## src/rtl/miter_cex_monitor.sv

```systemverilog
// Counterexample monitor for an equivalence miter.
// Samples {X, NotEqv} every clock, flags the first mismatch, keeps a rolling
// trace of the last DEPTH samples, freezes it POST samples after the first
// failure and streams the frozen trace out oldest-first on request.
module miter_cex_monitor #(
  parameter int unsigned DEPTH = 16,
  parameter int unsigned POST  = 4,
  parameter int unsigned CW    = 16,
  parameter int unsigned MW    = 8
) (
  input  logic          Clock,
  input  logic          Reset,
  input  logic          X,
  input  logic          NotEqv,
  output logic          Fail,
  output logic [CW-1:0] FirstFailCycle,
  output logic [CW-1:0] CycleCount,
  output logic [MW-1:0] MismatchCount,
  output logic          Frozen,
  input  logic          RdReq,
  output logic          RdValid,
  output logic [1:0]    RdData,
  output logic          RdDone
);

  localparam int unsigned AW = $clog2(DEPTH);
  localparam int unsigned FW = AW + 1;
  localparam logic [AW-1:0] POST_LAST = AW'((POST == 0) ? 0 : POST - 1);

  typedef enum logic [1:0] {
    S_MONITOR,
    S_POSTFAIL,
    S_FROZEN,
    S_DUMP
  } state_t;

  state_t        state_q, state_d;
  logic [AW-1:0] wr_ptr_q, wr_ptr_d;
  logic [FW-1:0] fill_q, fill_d;
  logic [AW-1:0] post_q, post_d;
  logic [AW-1:0] rd_ptr_q, rd_ptr_d;
  logic [FW-1:0] left_q, left_d;
  logic          fail_q, fail_d;
  logic [CW-1:0] ffc_q, ffc_d;
  logic [CW-1:0] cyc_q, cyc_d;
  logic [MW-1:0] mm_q, mm_d;
  logic          frozen_q, frozen_d;
  logic          rd_valid_q, rd_valid_d;
  logic [1:0]    rd_data_q, rd_data_d;
  logic          rd_done_q, rd_done_d;

  logic [1:0]    trace_q [DEPTH];
  logic          trace_we;
  logic [AW-1:0] rd_start;

  // Oldest valid entry; when fill==DEPTH the low bits are zero and this is wr_ptr.
  assign rd_start = wr_ptr_q - fill_q[AW-1:0];

  // Next-state and next-output logic for sampling, failure capture and dump.
  always_comb begin
    state_d    = state_q;
    wr_ptr_d   = wr_ptr_q;
    fill_d     = fill_q;
    post_d     = post_q;
    rd_ptr_d   = rd_ptr_q;
    left_d     = left_q;
    fail_d     = fail_q;
    ffc_d      = ffc_q;
    cyc_d      = cyc_q;
    mm_d       = mm_q;
    frozen_d   = frozen_q;
    rd_valid_d = 1'b0;
    rd_data_d  = rd_data_q;
    rd_done_d  = 1'b0;
    trace_we   = 1'b0;

    if (state_q == S_MONITOR || state_q == S_POSTFAIL) begin
      trace_we = 1'b1;
      wr_ptr_d = wr_ptr_q + AW'(1);
      if (fill_q != FW'(DEPTH)) fill_d = fill_q + FW'(1);
      if (cyc_q != '1) cyc_d = cyc_q + CW'(1);
      if (NotEqv && mm_q != '1) mm_d = mm_q + MW'(1);
    end

    case (state_q)
      S_MONITOR: begin
        if (NotEqv) begin
          fail_d = 1'b1;
          ffc_d  = cyc_q;
          post_d = '0;
          if (POST == 0) begin
            state_d  = S_FROZEN;
            frozen_d = 1'b1;
          end else begin
            state_d = S_POSTFAIL;
          end
        end
      end
      S_POSTFAIL: begin
        if (post_q == POST_LAST) begin
          state_d  = S_FROZEN;
          frozen_d = 1'b1;
        end else begin
          post_d = post_q + AW'(1);
        end
      end
      S_FROZEN: begin
        // The first beat is registered on the accepting edge so RdValid
        // appears the cycle after RdReq; a one-entry trace finishes at once.
        if (RdReq) begin
          rd_valid_d = 1'b1;
          rd_data_d  = trace_q[rd_start];
          rd_ptr_d   = rd_start + AW'(1);
          left_d     = fill_q - FW'(1);
          if (fill_q == FW'(1)) rd_done_d = 1'b1;
          else                  state_d   = S_DUMP;
        end
      end
      S_DUMP: begin
        rd_valid_d = 1'b1;
        rd_data_d  = trace_q[rd_ptr_q];
        rd_ptr_d   = rd_ptr_q + AW'(1);
        left_d     = left_q - FW'(1);
        if (left_q == FW'(1)) begin
          rd_done_d = 1'b1;
          state_d   = S_FROZEN;
        end
      end
      default: state_d = S_MONITOR;
    endcase
  end

  // State and output registers with synchronous reset.
  always_ff @(posedge Clock) begin
    if (Reset) begin
      state_q    <= S_MONITOR;
      wr_ptr_q   <= '0;
      fill_q     <= '0;
      post_q     <= '0;
      rd_ptr_q   <= '0;
      left_q     <= '0;
      fail_q     <= 1'b0;
      ffc_q      <= '0;
      cyc_q      <= '0;
      mm_q       <= '0;
      frozen_q   <= 1'b0;
      rd_valid_q <= 1'b0;
      rd_data_q  <= '0;
      rd_done_q  <= 1'b0;
    end else begin
      state_q    <= state_d;
      wr_ptr_q   <= wr_ptr_d;
      fill_q     <= fill_d;
      post_q     <= post_d;
      rd_ptr_q   <= rd_ptr_d;
      left_q     <= left_d;
      fail_q     <= fail_d;
      ffc_q      <= ffc_d;
      cyc_q      <= cyc_d;
      mm_q       <= mm_d;
      frozen_q   <= frozen_d;
      rd_valid_q <= rd_valid_d;
      rd_data_q  <= rd_data_d;
      rd_done_q  <= rd_done_d;
    end
  end

  // Trace buffer write of the current {X, NotEqv} sample.
  always_ff @(posedge Clock) begin
    if (Reset) begin
      trace_q <= '{default: '0};
    end else if (trace_we) begin
      trace_q[wr_ptr_q] <= {X, NotEqv};
    end
  end

  assign Fail           = fail_q;
  assign FirstFailCycle = ffc_q;
  assign CycleCount     = cyc_q;
  assign MismatchCount  = mm_q;
  assign Frozen         = frozen_q;
  assign RdValid        = rd_valid_q;
  assign RdData         = rd_data_q;
  assign RdDone         = rd_done_q;

endmodule

```

## config.mk

```make
export PLATFORM = sky130hd
export DESIGN_NAME = miter_cex_monitor
export DESIGN_NICKNAME = d
export VERILOG_FILES = /design/src/rtl/miter_cex_monitor.sv
export SDC_FILE = /design/constraint.sdc
export NUM_CORES = 1
export LEC_CHECK = 0
export CORE_ASPECT_RATIO = 0.6
export CORE_UTILIZATION = 47
export DETAILED_ROUTE_END_ITERATION = 8
export PLACE_DENSITY_LB_ADDON = 0.05
export SLEW_MARGIN = 10
export SYNTH_ARGS = -nofsm -noshare
export SYNTH_HDL_FRONTEND = slang
export SYNTH_SLANG_ARGS = --single-unit
```

## constraint.sdc

```tcl
create_clock -name Clock -period 2.3 [get_ports Clock]
set_input_delay 0.46 -clock Clock [delete_from_list [all_inputs] [get_ports Clock]]
set_output_delay 0.46 -clock Clock [all_outputs]
set_load 0.005 [all_outputs]
```

; Yosys cells after proc, flatten, opt, wreduce, memory -nomap -nowiden
; Index checks and enable logic that the tools add are counted.
[totals]
ff_bits = 102
input_bits = 5
[op_classes]
n_lt_le_gt_ge = 4
n_reduce_logical = 14
add_sub_neg = 10
n_bitwise = 3
muxes = 31
eq_ne = 15
[ops]
columns = operator, n
row1 = bitwise mux 32 bit, 1
row2 = 2-to-1 mux 2 bit, 11
row3 = "adder 16 x 1 -> 16 bit, second input constant", 1
row4 = "adder 4 x 1 -> 4 bit, second input constant", 4
row5 = binary-select mux 2 bit (select 4 bit), 2
row6 = "!= test 16 bit, second input constant", 1
row7 = case mux 4 bit (2 select lines), 2
row8 = "greater-or-equal comparator 5 bit, second input constant", 3
row9 = NOT 4 -> 5 bit, 3
row10 = 2-to-1 mux 4 bit, 3
row11 = AND reduction 2 bit, 6
row12 = "== test 5 x 1 -> 1 bit, second input constant", 2
row13 = "!= test 2 bit, second input constant", 5
row14 = case mux 5 bit (2 select lines), 1
row15 = "subtractor 5 x 1 -> 5 bit, second input constant", 2
row16 = "adder 8 x 1 -> 8 bit, second input constant", 1
row17 = demux 2 bit (select 4 bit), 1
row18 = "!= test 8 bit, second input constant", 1
row19 = case mux 2 bit (4 select lines), 1
row20 = "adder 5 x 1 -> 5 bit, second input constant", 1
row21 = "< comparator 5 x 1 -> 1 bit, second input constant", 1
row22 = 2-to-1 mux 1 bit, 5
row23 = 2-to-1 mux 5 bit, 1
row24 = "!= test 5 bit, second input constant", 1
row25 = 13 further kinds, 17

; Logic depth before layout (Yosys ltp)
[logic_depth]
depth_word = 7
mapped_depth = 12
ltp_nobuf = 11

; Least setup slack after synthesis
; Ideal clock, no wire load.
[synth_path]
path_kind = reg-to-reg
startpoint = reg fill_q[0]
endpoint = reg rd_ptr_q[2]
stages_incl_launch_ff = 12
arrival_ns = 2.281
path_slack_ns = -0.114
t_required_ns = 2.167
setup_time_ns = 0.133
n_path_buf = 1
cell_sequence = dfxtp_1 -> ha_1 -> inv_1 -> fa_1 -> clkbuf_1 -> nand2_1 -> nand2_1 -> ha_1 -> a21boi_1 -> mux2_2 -> a21oi_1 -> a211oi_1
[synth_via]
elab_chain_cells = 4
[synth_lines]
columns = element, line
row1 = "start, declared", 39  ; logic [FW-1:0] fill_q, fill_d;
row2 = "start signal, assigned", 153  ; fill_q <= fill_d;
row3 = subtractor 4 bit, 57  ; assign rd_start = wr_ptr_q - fill_q[AW-1:0];
row4 = adder 4 x 1 -> 4 bit, 113  ; rd_ptr_d = rd_start + AW'(1);
row5 = 2-to-1 mux 4 bit, 110  ; if (RdReq) begin
row6 = case mux 4 bit (2 select lines), 85  ; case (state_q)
row7 = "end signal, assigned", 155  ; rd_ptr_q <= rd_ptr_d;
row8 = "end, declared", 41  ; logic [AW-1:0] rd_ptr_q, rd_ptr_d;
; No other way between the ends. The select of a mux whose other input is x is not followed.
; A chain may end at the register's enable or synchronous reset.

; Final worst setup path
[layout_path]
startpoint = reg wr_ptr_q[0]
endpoint = reg rd_data_q[1] (netlist: RdData[1])
[layout_via]
elab_chain_cells = 7
[layout_lines]
columns = element, line
row1 = "start, declared", 38  ; logic [AW-1:0] wr_ptr_q, wr_ptr_d;
row2 = "start signal, assigned", 152  ; wr_ptr_q <= wr_ptr_d;
row3 = subtractor 4 bit, 57
row4 = NOT 4 -> 5 bit (implied by the code), 112  ; rd_data_d = trace_q[rd_start];
row5 = binary-select mux 2 bit (select 4 bit), 112
row6 = 2-to-1 mux 2 bit (implied by the code) (2 in a row), 112
row7 = 2-to-1 mux 2 bit, 110
row8 = case mux 2 bit (2 select lines), 85
row9 = "end signal, assigned", 163  ; rd_data_q <= rd_data_d;
row10 = "end, declared", 49  ; logic [1:0] rd_data_q, rd_data_d;
; No other way between the ends. The select of a mux whose other input is x is not followed.

==> results.yml <==
clock_network:
  clock_path_buffers: 2
  cts_tree: "built"
  root_buffer: "clkbuf_16"
  cts_buffers: 9
  clkTransAtPathRegs_ps: 70
  cts.sinks: 102
  clock_latency_ps: 340
  htreeDepth: 3
  ctsHoldBuffers: 0
global_routing:
  gr-total-overflow: 0
  grt_usage: 0.241
  antenna_found_initial: 0
  grt_pass1_wl_um: 21200
  grt_max_degree: 45
  grt_pass1_vias: 3979
power:
  p_per_area_nw_per_um2: 642
  p_sw_uw: 1010
  power.leakage_uw: 0.00222
  seqPwrFrac: 0.467
  internal-power_uw: 2940
  p_comb_frac: 0.130
  peakVddDrop_v: 0.000401
  p_sw_frac: 0.255
  clkPwrFrac: 0.403
floorplan:
  rows: 29
  dieArea_um2: 11400
  placeableCoreArea_um2: 10600
  die_w_um: 137
  die_y_um: 83.0
  io_pins: 51
  start_util: 0.485
routing:
  route.met3.wl_um: 1280
  wl_met2_um: 5060
  firstDrtPassIters: 5
  vias_per_cell: 5.74
  drc: 0
  vias: 4492
  met1_length_um: 6620
  routed_wl_um: 13000
  antenna_left: 0
  first_iter_violations: 436
  wl_per_cell_um: 16.6
  dr.max_layer_used: "met4"
critical_path:
  cp_cell_sequence: "inv_2 -> ha_2 -> inv_1 -> fa_1 -> buf_4 -> mux4_2 -> mux2_2 -> nand3_1 -> a31oi_1"
  cp-start-kind: "register"
  crit_type: "reg -> reg"
  crit_fanout: 4
  cpPeakStageDelay_ps: 520
  endpoint_kind: "register"
  crit_slowest_cell: "fa_1"
  crit_required_ps: 2520
  critPathArrivalTime_ps: 2400
placed_design:
  postPlaceCellArea_um2: 5830
  port_buffers: 50
  place_inst: 766
  gp_congestion: 0.882
  dp_hpwl_um: 9580
synthesis:
  syn_area_per_cell_um2: 8.69
  yosys_warnings: 0
  synth_nets: 614
  synth_edf_count: 0
  synthMuxAreaShare: 0.121
  synth-compound-area-share: 0.134
  synthAdderAreaFrac: 0.0428
  synth-simple-area-share: 0.208
  synth_cell_types: 58
  synth_top_cell_by_area: "dfxtp_1"
  syn_area_um2: 5140
  yosys_register_bits: 102
  synthXorXnorAreaFrac: 0.0526
  synthFlopType: "dfxtp_1"
  synth_top_cell_area_share: 0.397
  ys_top_cells_by_area: "dfxtp_1, mux4_2, nor2_1"
  synth_top_family_by_area: "simple AND/OR/NAND/NOR gates"
  postSynth.asyncResetShare: 0
  netlist_instances: 592
  ys_seq_area_frac: 0.397
sta:
  fin_crit_sh: 0.947
  slew_violations: 0
  fmax_mhz: 459
  tightest_slew_ps: 675
  fin_crit_ps: 2180
  hold_viol: 0
  slew_headroom: 0.546
  rsz0062_at_grt: "no"
  skew_ps: 9.02
  setup_viol: 0
  totalNegativeSetupSlack_ps: 0
final_layout:
  final_cells: 782
  multi_input_area_um2: 2890
  final_cell_area_um2: 6160
  drive_gt1_frac: 0.110
  area_delta_synth_final_pct: 19.8
  antenna_cells: 0
  ff_latch_area_um2: 2040
  num-nets-final: 660
  fin_util: 0.582
  nFillCells: 952
min_path:
  hold_class: "reg -> reg"
run_status:
  outcome: "finished, final reports clean"
run:
  maxCapViolCount: 0
## what timing repair did
item	in CTS	in global routing
resized for setup	0	4
buffers inserted	0	0
endpoints found under the setup margin	0	4
endpoints found under the hold margin	0	0
## per-layer routing
layer,vias up,global-route usage
met3,7,0.0678
met2,175,0.305
met5,-,0
li1,2173,-
met4,0,0.0370
met1,2137,0.398
## logic make-up (layout without fill, tap and decap cells)
family                   Yosys count  in the layout
flip-flops                       102            102
XOR/XNOR                          30             30
multiplexers                      44             44
AND/OR/NAND/NOR                  233            233
buffers and inverters             50            101
AO/OA/AOI/OAI                    116            116
adder cells (fa/ha/maj)           17             17
## Yosys cell counts, drive strengths merged (11+ instances only)
library cell	count
ha	16
a21oi	57
o21ai	26
xor2	18
mux4	14
nor2	82
buf	17
clkbuf	22
nand3	15
nor3	13
nand2	78
mux2i	25
dfxtp	102
inv	11
xnor2	12
## path summary, 6_finish.rpt
| check | startpoint | endpoint | slack [ps] | depth (start not counted) |
|---|---|---|---|---|
| worst max-delay path | wr_ptr_q[0]$_SDFFE_PP0P_ | RdData[1]$_SDFFE_PP0P_ | 120 | 9 |
| worst min-delay path | FirstFailCycle[13]$_SDFFE_PP0P_ | FirstFailCycle[13]$_SDFFE_PP0P_ | 460 | 2 |
| worst max register to register | wr_ptr_q[0]$_SDFFE_PP0P_ | RdData[1]$_SDFFE_PP0P_ | 120 | 9 |
| worst min register to register | FirstFailCycle[13]$_SDFFE_PP0P_ | FirstFailCycle[13]$_SDFFE_PP0P_ | 460 | 2 |
## critical path: cells and delay by family (launching register included)
| kind | cells | cell delay, ps |
|---|---|---|
| buffers and inverters | 3 | 300 |
| AOI/OAI and AO/OA | 1 | 70 |
| and+or+nand+nor | 1 | 80 |
| adders and majority gates | 2 | 700 |
| DFF | 1 | 320 |
| muxes | 2 | 580 |
## cell usage in the layout (no fill, tap or decap), drive strengths merged, types with 4 or more instances in the layout
cell type        n
dfxtp          102
buf             25
inv             14
xor2            18
a311oi           4
clkdlybuf4s50   49
nand2           78
ha              16
mux2i           25
xnor2           12
nor2b            8
a31oi            6
mux2             5
clkbuf          11
nor3            13
nor2            82
nand2b           6
nand4           10
a21oi           57
o21ai           26
nand3           15
and3             6
a211oi           6
mux4            14
## flip-flops by register name (all words and copies together), names as in the netlist, 2 cells and up
signal and cells:
state_q 2, FirstFailCycle 16, rd_ptr_q 4, fill_q 5, post_q 4, RdData 2, MismatchCount 8, wr_ptr_q 4
left_q 5, trace_q 32, CycleCount 16
## power groups by stage
stage / sequential [µW] / combinational, µW / clock, µW
after floorplan: 1870 / 337 / 0
after global placement: 1880 / 490 / 0
after detailed placement: 1880 / 501 / 0
after CTS: 1840 / 504 / 1630
after global routing: 1850 / 568 / 1720
final: 1850 / 516 / 1590
## metrics by stage
stage               total power, µW  worst slack, ps  hold slack [ps]
global route                   4130             25.9              476
finish                         3950              122              456
detailed placement             2390             50.2              448
floorplan                      2210             19.6              453
global placement               2370              146              441
CTS                            3970             31.1              458
## layout make-up
class | count | share of cell area
Multi-Input combinational cell | 440 | 0.469
Sequential cell | 102 | 0.331
Tap cell | 139 | 0.0282
Inverter | 11 | 0.00670
Clock buffer | 11 | 0.0410
Timing Repair Buffer | 74 | 0.114
Clock inverter | 5 | 0.0104
Power figures use the tool's default switching activity.
